==> src/rtl/mem_arbiter.sv <==
// Single-port memory arbiter between the I-cache miss path and the D-cache miss/writeback path.
// D side has fixed priority; I side wins a contested arbitration after STARVE_LIMIT contested D grants.
module mem_arbiter #(
   parameter int unsigned ADDR_W       = 16,
   parameter int unsigned LINE_W       = 128,
   parameter int unsigned STARVE_LIMIT = 4
) (
   input  logic              clk,
   input  logic              rst,

   input  logic              i_read,
   input  logic [ADDR_W-1:0] i_address,
   output logic [LINE_W-1:0] i_rdata,
   output logic              i_resp,

   input  logic              d_read,
   input  logic              d_write,
   input  logic [ADDR_W-1:0] d_address,
   input  logic [LINE_W-1:0] d_wdata,
   output logic [LINE_W-1:0] d_rdata,
   output logic              d_resp,

   output logic              mem_read,
   output logic              mem_write,
   output logic [ADDR_W-1:0] mem_address,
   output logic [LINE_W-1:0] mem_wdata,
   input  logic [LINE_W-1:0] mem_rdata,
   input  logic              mem_resp
);

   localparam int unsigned      CNT_W      = $clog2(STARVE_LIMIT + 1);
   localparam logic [CNT_W-1:0] STARVE_MAX = CNT_W'(STARVE_LIMIT);

   typedef enum logic [1:0] {
      IDLE    = 2'd0,
      SERVE_I = 2'd1,
      SERVE_D = 2'd2,
      DONE    = 2'd3
   } state_e;

   state_e            state_q,       state_d;
   logic [CNT_W-1:0]  starve_cnt_q,  starve_cnt_d;
   logic [ADDR_W-1:0] mem_address_q, mem_address_d;
   logic [LINE_W-1:0] mem_wdata_q,   mem_wdata_d;
   logic              op_write_q,    op_write_d;

   logic d_req;
   logic grant_i;
   logic grant_d;

   // State and transaction latches
   always_ff @(posedge clk) begin
      if (rst) begin
         state_q       <= IDLE;
         starve_cnt_q  <= '0;
         mem_address_q <= '0;
         mem_wdata_q   <= '0;
         op_write_q    <= 1'b0;
      end else begin
         state_q       <= state_d;
         starve_cnt_q  <= starve_cnt_d;
         mem_address_q <= mem_address_d;
         mem_wdata_q   <= mem_wdata_d;
         op_write_q    <= op_write_d;
      end
   end

   // Arbitration decision, only acted on in IDLE
   always_comb begin
      d_req   = d_read | d_write;
      grant_i = 1'b0;
      grant_d = 1'b0;
      if (i_read && d_req) begin
         if (starve_cnt_q == STARVE_MAX) grant_i = 1'b1;
         else                            grant_d = 1'b1;
      end else if (i_read) begin
         grant_i = 1'b1;
      end else if (d_req) begin
         grant_d = 1'b1;
      end
   end

   // Next state, latches and memory/response strobes
   always_comb begin
      state_d       = state_q;
      starve_cnt_d  = starve_cnt_q;
      mem_address_d = mem_address_q;
      mem_wdata_d   = mem_wdata_q;
      op_write_d    = op_write_q;
      mem_read      = 1'b0;
      mem_write     = 1'b0;
      i_resp        = 1'b0;
      d_resp        = 1'b0;

      case (state_q)
         IDLE: begin
            if (grant_i) begin
               state_d       = SERVE_I;
               starve_cnt_d  = '0;
               mem_address_d = i_address;
               op_write_d    = 1'b0;
            end else if (grant_d) begin
               state_d       = SERVE_D;
               mem_address_d = d_address;
               mem_wdata_d   = d_wdata;
               // Write wins if both ops are raised together
               op_write_d    = d_write;
               if (i_read) starve_cnt_d = starve_cnt_q + CNT_W'(1);
            end
         end
         SERVE_I: begin
            mem_read = 1'b1;
            if (mem_resp) begin
               i_resp  = 1'b1;
               state_d = DONE;
            end
         end
         SERVE_D: begin
            mem_read  = ~op_write_q;
            mem_write = op_write_q;
            if (mem_resp) begin
               d_resp  = 1'b1;
               state_d = DONE;
            end
         end
         DONE: begin
            // Gap cycle so a finished requester can drop its request
            state_d = IDLE;
         end
         default: begin
            state_d = IDLE;
         end
      endcase
   end

   assign mem_address = mem_address_q;
   assign mem_wdata   = mem_wdata_q;
   assign i_rdata     = mem_rdata;
   assign d_rdata     = mem_rdata;

endmodule

==> config.mk <==
export PLATFORM = sky130hd
export DESIGN_NAME = mem_arbiter
export DESIGN_NICKNAME = d
export VERILOG_FILES = /design/src/rtl/mem_arbiter.sv
export SDC_FILE = /design/constraint.sdc
export NUM_CORES = 1
export LEC_CHECK = 0
export ABC_AREA = 1
export CORE_AREA = 2 2 270 272
export CTS_BUF_LIST = sky130_fd_sc_hd__clkbuf_16
export CTS_CLUSTER_DIAMETER = 100
export DETAILED_ROUTE_END_ITERATION = 7
export DIE_AREA = 0 0 272 274
export GPL_TIMING_DRIVEN = 0
export PLACE_DENSITY = 0.45
export SYNTH_ARGS = -nofsm -noshare
export SYNTH_HDL_FRONTEND = slang
export SYNTH_SLANG_ARGS = --single-unit
==> constraint.sdc <==
create_clock -name clk -period 1.6 [get_ports clk]
set_clock_uncertainty 0.1 [all_clocks]
set_input_delay 0.32 -clock clk [delete_from_list [all_inputs] [get_ports clk]]
set_output_delay 0.32 -clock clk [all_outputs]
set_load 0.02 [all_outputs]
==> results of run 1 <==
==> stage by stage <==
stage	util	setup TNS (ns)	hold slack (ns)	total power [mW]	worst slack, ns
after floorplan	-	0	0.358	10.4	0.0675
after global placement	0.207	-142.74	0.346	14.9	-1.16
after detailed placement	0.207	-146.01	0.353	14.9	-1.19
after CTS	0.246	-27.90	0.253	23.9	-0.298
after global routing	0.253	-27.35	0.276	25.9	-0.299
final	0.253	-20.06	0.301	24.5	-0.228
==> per-layer routing <==
metal	vias up	wire, um	global-route usage
met5	-	93	0
met4	14	1840	0.0622
met3	65	4760	0.0552
met2	430	24400	0.214
met1	4214	16600	0.119
li1	4397	-	-
==> cell type report <==
class,count,share of cell area
Timing Repair Buffer,629,0.344
Multi-Input combinational cell,512,0.235
Sequential cell,150,0.166
Buffer,316,0.145
Tap cell,959,0.0658
Clock buffer,17,0.0233
Inverter,46,0.0107
Clock inverter,15,0.00892
Antenna cell,6,0.000823
==> cells in the mapped netlist (all sizes together) <==
cell type,number
o21ai,1
clkbuf,24
nor2,5
or2,1
inv,46
a21oi,150
nand3,167
dfxtp,150
buf,297
ha,5
nand2,182
xor2,1
==> worst min-delay path: stages <==
cell and delay [ns]:
clkdlybuf4s50_1 0.41, nand3_2 0.08, a21oi_2 0.04
==> logic make-up after synthesis <==
logic type,after synthesis,share of synthesized area
buffers and inverters,367,0.314
XOR/XNOR,1,0.00109
AO/OA/AOI/OAI,151,0.0949
AND/OR/NAND/NOR,355,0.207
adder cells (fa/ha/maj),5,0.00781
flip-flops,150,0.375
==> power by group through the flow <==
stage / Combinational [mW] / Sequential (mW) / Clock, mW
floorplan: 3.87 / 6.50 / 0
global placement: 9.50 / 5.38 / 0
detailed placement: 9.47 / 5.40 / 0
CTS: 13.8 / 5.55 / 4.51
global route: 15.4 / 5.88 / 4.60
finish: 14.5 / 5.75 / 4.27
==> flip-flops by register name (all words and copies together), names as in the netlist <==
name	flops
mem_address	16
mem_wdata	128
op_write_q	1
starve_cnt_q	3
state_q	2
==> worst max-delay path by stage <==
stage,slack (ns),from,to,depth (start not counted)
after detailed placement,-1.19,rst,mem_wdata[117],4
after global routing,-0.30,state_q[1],mem_read,5
after floorplan,0.07,starve_cnt_q[0],mem_wdata[76],7
after global placement,-1.16,rst,mem_wdata[119],4
final,-0.23,state_q[1],mem_read,5
after CTS,-0.30,state_q[1],mem_read,5
==> repair_timing <==
| action | in CTS | in global routing |
|---|---|---|
| gates cloned | 26 | 6 |
| resized for setup | 961 | 311 |
| buffers inserted | 30 | 10 |
| pin swaps | 51 | 57 |
| setup endpoints to repair | 298 | 184 |
==> results.toml, run 1 <==
[place]
globalplace.congestion = 0.844
dp_hpwl_mm = 35.4
dp.cells = 2557
post_dp_cell_area_mm2 = 0.0149
portBuffers = 569

[route]
drtIter0Drc = 180
ant_nets = 0
wire_per_inst_um = 18.0
num_vias = 9120
routed_wl_mm = 47.7
drc_errors = 0
avgViaCountPerCell = 3.44
firstDrtPassIters = 4

[floorplanning]
initial_core_util = 0.111
die_area_mm2 = 0.0745
core_area_mm2 = 0.0720
io-pin-count = 698
die_w_um = 272
die_y_um = 274
fp-row-count = 99

[timing]
fin_ws_ns = -0.228
max_freq_mhz = 547
worst_pin_slew_ns = 0.438
slew_headroom = 0.708
period_share = 1.14
fin_crit_ns = 1.83
setup_violations = 132
rsz0062_at_grt = "true"
hold_viol = 0
final_max_slew_viol_count = 0

[min_path]
hold_end = "mem_wdata[30]"
min_path_type = "input pin to flop"
hold_depth = 3
holdCritStartpoint = "d_wdata[30]"

[worst_setup_path]
cpMaxStageDelayCell = "dfxtp_4"
start_kind = "flop"
r2r_start = "state_q[0]"
path_class = "flop to primary output"
crit_buf_inv = 3
worstPathMaxFanout = 3
timing.critical_path.mode_cell = "inv_4"
r2r_cells = 11
path_cells = "inv_4 > ha_4 > inv_4 > nor2_4 > buf_6"
worstPathRequired_ns = 1.18
endpoint_kind = "primary output"
slowest_delay_ns = 0.38
crit_family = "flip-flops"
r2r_slack_ns = -0.21
worstReg2RegEnd = "mem_wdata[54]"
crit_arrival_ns = 1.41

[yosys]
synth_cell_type_count = 20
ys_seq_area_frac = 0.375
synthTopCellsByArea = "dfxtp_1, buf_4, a21oi_1"
syn_nets = 1328
syn_area_mm2 = 0.00801
synth.largest_area_cell = "dfxtp_1"
yosysWarnings = 0
ys_ff_latch = 150
yosysTopAreaCellShare = 0.375
netlist_instances = 1029
syn_avg_cell_area_um2 = 7.78

[finish]
layout_common_cells = "clkdlybuf4s50_1, buf_4, dfxtp_1, a21oi_2, buf_2"
final-seq-area_mm2 = 0.00304
area_delta_synth_final_pct = 128
nFillCells = 7736
drive_gt1_frac = 0.557
fin_area_mm2 = 0.0182
nNetsFinal = 1971
fin_cells = 2650
layout_commonest_cell = "clkdlybuf4s50_1"
multi_input_area_mm2 = 0.00428

[grt]
grt_pass1_wl_mm = 64.3
antenna_found_initial = 10
grt_pass1_vias = 9407
grt_max_degree = 17
grt_usage = 0.121
overflow = 0

[power]
p_seq_frac = 0.235
power_density_mw_per_mm2 = 1340
p_leak_nw = 8.00
pwr-share-comb = 0.591
p_clk_frac = 0.174
swShare = 0.423
p_int_mw = 14.1
switchingPower_mw = 10.4
irDropWorstVdd_v = 0.000833

[run]
cap_violations = 0

[clock_network]
clkTransAtPathRegs_ns = 0.08
holdBufCountCts = 0
worstSkewPairLatency_ns = 0.48
clock_sinks = 150
clockBufferDepth = 2
cts_tree = "done"
cts_root_buf = "clkbuf_16"
ctsHtreeMaxLevel = 4
numCtsBuffers = 17

[run_status]
failed_checks = "setup timing"
outcome = "complete, but fails checks"
Power figures use the tool's default switching activity.
==> run 2: changes to the inputs <==
--- a/config.mk
+++ b/config.mk
@@ -12,7 +12,9 @@
 export DETAILED_ROUTE_END_ITERATION = 7
 export DIE_AREA = 0 0 272 274
 export GPL_TIMING_DRIVEN = 0
+export MAX_ROUTING_LAYER = met4
 export PLACE_DENSITY = 0.45
+export SKIP_LAST_GASP = 1
 export SYNTH_ARGS = -nofsm -noshare
 export SYNTH_HDL_FRONTEND = slang
 export SYNTH_SLANG_ARGS = --single-unit
==> results.toml, run 2 (same netlist as run 1, synthesis figures left out) <==
[run_status]
outcome = "complete, but fails checks"
failed_checks = "setup timing"

[clock_network]
worstSkewPairLatency_ns = 0.48
clock_sinks = 150
cts_tree = "done"
ctsHtreeMaxLevel = 4
numCtsBuffers = 17
clkTransAtPathRegs_ns = 0.08
cts_root_buf = "clkbuf_16"
clockBufferDepth = 2

[finish]
layout_common_cells = "clkdlybuf4s50_1, buf_4, dfxtp_1, a21oi_2, nand2_4"
layout_commonest_cell = "clkdlybuf4s50_1"
nFillCells = 7693
area_delta_synth_final_pct = 130
drive_gt1_frac = 0.548
nNetsFinal = 1971
fin_area_mm2 = 0.0184
final_core_util = 0.256
largest_reg_flops = 128

[timing]
fin_ws_ns = -0.232
fin_crit_ns = 1.83
holdWs_ns = 0.297
period_share = 1.14
final_max_slew_viol_count = 0
hold_viol = 0
rsz0062_at_grt = "true"
slew_headroom = 0.522
max_freq_mhz = 546
worst_pin_slew_ns = 0.718
setup_violations = 133

[floorplanning]
die_y_um = 274
io-pin-count = 698
fp-row-count = 99
initial_core_util = 0.111
core_area_mm2 = 0.0720
die_area_mm2 = 0.0745
die_w_um = 272

[min_path]
holdCritStartpoint = "d_wdata[30]"
min_path_type = "input pin to flop"

[worst_setup_path]
worstPathRequired_ns = 1.18
crit_arrival_ns = 1.41
endpoint_kind = "primary output"
critical_path.startpoint = "state_q[1]"
crit_family = "flip-flops"
timing.critical_path.mode_cell = "inv_4"
slowest_delay_ns = 0.38
worstPathMaxFanout = 3
cpMaxStageDelayCell = "dfxtp_4"
path_class = "flop to primary output"
path_cells = "inv_4 > ha_4 > inv_4 > nor2_4 > buf_6"
crit_buf_inv = 3
r2r_start = "state_q[0]"
start_kind = "flop"

[route]
drtIter0Drc = 224
wire_per_inst_um = 17.9
drc_errors = 0
num_vias = 9147
routed_wl_mm = 47.6
ant_nets = 0
firstDrtPassIters = 4
avgViaCountPerCell = 3.44

[run]
cap_violations = 0

[place]
globalplace.congestion = 0.857
post_dp_cell_area_mm2 = 0.0149
dp_slack_ns = -1.19
portBuffers = 569
dp_hpwl_mm = 35.4

[grt]
antenna_found_initial = 10
grt_pass1_vias = 9429
overflow = 0
grt_max_degree = 17
grt_usage = 0.124
grt_pass1_wl_mm = 64.0

[power]
power_density_mw_per_mm2 = 1340
irDropWorstVdd_v = 0.000817
p_leak_nw = 7.94
finalPower_mw = 24.6
-- run 2: cell count changes in the layout (fill, tap and decap cells not counted), moves of 6 or more --
cell             before  now
diode_2               6   13
dfxtp_1             128  134
nand3_2              77   71
clkdlybuf4s15_2      23   55
dfxtp_2              20   14
nand3_1              86   93
buf_2               110   80
-- run 2: layout make-up --
| cell class | instances | area, um^2 | share of cell area |
|---|---|---|---|
| Inverter | 46 | 190 | 0.0103 |
| Buffer | 316 | 2650 | 0.144 |
| Sequential cell | 150 | 3030 | 0.165 |
| Clock buffer | 17 | 425 | 0.0231 |
| Tap cell | 959 | 1200 | 0.0652 |
| Timing Repair Buffer | 629 | 6460 | 0.351 |
| Multi-Input combinational cell | 512 | 4250 | 0.231 |
| Antenna cell | 13 | 32.5 | 0.00177 |
| Clock inverter | 15 | 163 | 0.00884 |
-- run 2: through the flow --
| stage | std cells | setup TNS (ns) |
|---|---|---|
| final | 2657 | -20.97 |
| after detailed placement | 2557 | -146.01 |
| after global routing | 2657 | -29.57 |
| after CTS | 2644 | -28.11 |
| after global placement | 2557 | -142.74 |
| after floorplan | 1029 | 0 |
-- run 2: worst paths after layout --
check / to / slack [ns] / cells past startpoint
hold reg to reg: mem_wdata[81] / 0.36 / 2
hold / removal: mem_wdata[30] / 0.30 / 3
setup reg to reg: mem_wdata[54] / -0.21 / 11
setup / recovery: mem_read / -0.23 / 5
-- run 2: what timing repair did --
action | in CTS | in global routing
hold buffers | 0 | 0
buffers inserted | 30 | 10
setup endpoints to repair | 298 | 177
pin swaps | 49 | 54
cloned | 26 | 5
resized for setup | 936 | 286
-- run 2: worst min-delay path, cell delays in order --
cell and delay, ns:
clkdlybuf4s50_1 0.41, nand3_2 0.08, a21oi_2 0.04
-- run 2: per-layer routing --
| layer | global-route usage | up-vias | share of wire |
|---|---|---|---|
| met1 | 0.118 | 4256 | 0.35 |
| li1 | - | 4405 | - |
| met5 | - | - | 0 |
| met2 | 0.214 | 437 | 0.52 |
| met3 | 0.0544 | 49 | 0.097 |
| met4 | 0.0622 | 0 | 0.034 |
-- run 2: where the power goes --
group / internal (mW) / switching (mW)
logic: 7.25 / 7.29
clock network: 2.21 / 2.07
registers: 4.78 / 0.979
total: 14.2 / 10.3
==> run 3: changes to the inputs <==
--- a/config.mk
+++ b/config.mk
@@ -6,11 +6,11 @@
 export NUM_CORES = 1
 export LEC_CHECK = 0
 export ABC_AREA = 1
-export CORE_AREA = 2 2 270 272
+export CORE_AREA = 4 4 272 274
 export CTS_BUF_LIST = sky130_fd_sc_hd__clkbuf_16
 export CTS_CLUSTER_DIAMETER = 100
 export DETAILED_ROUTE_END_ITERATION = 7
-export DIE_AREA = 0 0 272 274
+export DIE_AREA = 0 0 276 278
 export GPL_TIMING_DRIVEN = 0
 export MAX_ROUTING_LAYER = met4
 export PLACE_DENSITY = 0.45
==> results.toml, run 3 (same netlist as run 1, synthesis figures left out) <==
[run_status]
outcome = "complete, but fails checks"
failed_checks = "setup timing"

[grt]
met1_usage = 0.130
busiest_layer = "met2"
overflow = 0
grt_usage = 0.134
grt_pass1_wl_mm = 72.4
antenna_found_initial = 13
grt_max_degree = 17
met3_usage = 0.0595
grt_pass1_vias = 10161
use_met2 = 0.242

[worst_setup_path]
slowest_delay_ns = 0.39
crit_arrival_ns = 1.41
critical_path.startpoint = "state_q[0]"
cp.depth = 5
path_cells = "inv_4 > ha_4 > a21oi_4 > nor2_4 > buf_6"
worstPathRequired_ns = 1.18
path_class = "flop to primary output"
worstReg2RegEnd = "mem_wdata[125]"
start_kind = "flop"
r2r_cells = 11
r2r_slack_ns = -0.19
r2r_start = "state_q[0]"
worstPathMaxFanout = 3
cp-endpoint = "mem_read"
cpMaxStageDelayCell = "dfxtp_4"
crit_family = "flip-flops"
crit_buf_inv = 2
endpoint_kind = "primary output"

[power]
switchingPower_mw = 10.3
finalPower_mw = 25.4
p_leak_nw = 8.05
p_int_mw = 15.1
p_clk_frac = 0.182
power_density_mw_per_mm2 = 1320
swShare = 0.407
pwr-share-comb = 0.594
p_seq_frac = 0.224
irDropWorstVdd_v = 0.000933

[finish]
layout_common_cells = "clkdlybuf4s50_1, buf_4, dfxtp_1, a21oi_2, nand2_4"
largest_reg_flops = 128
fin_cells = 2649
final-seq-area_mm2 = 0.00302
layout_commonest_cell = "clkdlybuf4s50_1"
multi_input_area_mm2 = 0.00471
area_delta_synth_final_pct = 140
drive_gt1_frac = 0.563
nNetsFinal = 1974
nFillCells = 7562

[route]
avgViaCountPerCell = 3.50
drc_errors = 0
drtIter0Drc = 221
num_vias = 9279
routed_wl_mm = 52.8
wire_per_inst_um = 19.9
ant_nets = 0
firstDrtPassIters = 4

[floorplanning]
initial_core_util = 0.112
core_area_mm2 = 0.0714
die_y_um = 278
die_area_mm2 = 0.0767
fp-row-count = 98
die_w_um = 276
io-pin-count = 698

[timing]
rsz0062_at_grt = "true"
setup_violations = 132
hold_viol = 0
holdWs_ns = 0.332
period_share = 1.15
slew_headroom = 0.520
setup_tns_ns = -13.64
max_freq_mhz = 546
final_max_slew_viol_count = 0
worst_pin_slew_ns = 0.721
fin_ws_ns = -0.233
fin_crit_ns = 1.83

[clock_network]
cts_root_buf = "clkbuf_16"
worstSkewPairLatency_ns = 0.46
ctsHtreeMaxLevel = 4
numCtsBuffers = 17
clockBufferDepth = 2
cts_tree = "done"
clock_sinks = 150
clkTransAtPathRegs_ns = 0.07

[place]
portBuffers = 569
dp_slack_ns = -1.16
dp.cells = 2548
dp_hpwl_mm = 40.2
globalplace.congestion = 0.896

[min_path]
min_path_type = "input pin to flop"

[run]
cap_violations = 0
-- run 3: changes by cell type in the layout (fill, tap and decap cells not counted), moves of 12 or more --
cell,delta
buf_2,-38
nand3_1,-51
clkbuf_2,+17
nand2_4,-19
clkdlybuf4s15_2,+12
nand3_4,+42
-- run 3: power groups by stage --
stage	Sequential [mW]	Clock [mW]	Combinational [mW]
floorplan	6.50	0	3.87
global placement	5.36	0	9.54
detailed placement	5.39	0	9.53
CTS	5.47	4.81	14.0
global route	5.82	4.96	16.0
finish	5.68	4.63	15.1
-- run 3: cell type report --
type	instances	area share
clock inverter	14	0.0116
clock buffer	17	0.0221
inverter	46	0.00976
sequential	150	0.157
buffer	317	0.142
tap	950	0.0618
timing repair buffer	631	0.349
antenna	12	0.00156
multi-input combinational	512	0.245
-- run 3: per-layer routing --
layer  vias up  routed length [um]
li1       4423                   -
met1      4343               18700
met2       459               28100
met3        54                4770
met4         0                1220
met5         -                   0
-- run 3: how the worst min path moves through the flow --
stage	from	endpoint	slack (ns)	cells past startpoint
after floorplan	op_write_q	op_write_q	0.36	2
after global placement	mem_wdata[12]	mem_wdata[12]	0.35	2
after detailed placement	mem_wdata[7]	mem_wdata[7]	0.35	2
after CTS	d_wdata[13]	mem_wdata[13]	0.28	3
after global routing	d_wdata[60]	mem_wdata[60]	0.29	3
final	d_wdata[26]	mem_wdata[26]	0.33	3
-- run 3: worst reg2reg max path, delay by kind of cell, from the launching register on --
| kind | cells | cell delay (ns) |
|---|---|---|
| buf+inv | 7 | 0.82 |
| compound gates | 1 | 0.12 |
| flops | 1 | 0.37 |
| simple gates | 2 | 0.16 |
| fa+ha+maj | 1 | 0.16 |
-- run 3: per-stage QoR --
| step | area (um^2) | util |
|---|---|---|
| after detailed placement | 14900 | 0.209 |
| final | 19200 | 0.269 |
| after CTS | 18100 | 0.254 |
| after global placement | 14900 | 0.209 |
| after global routing | 19200 | 0.269 |
| after floorplan | 8010 | - |
-- run 3: what timing repair did --
| item | CTS | global route |
|---|---|---|
| hold buffers | 0 | 0 |
| endpoints found under the setup margin | 298 | 187 |
| gates resized for setup | 857 | 361 |
| cloned | 33 | 5 |
| pin swaps | 97 | 101 |
| setup buffers | 30 | 5 |
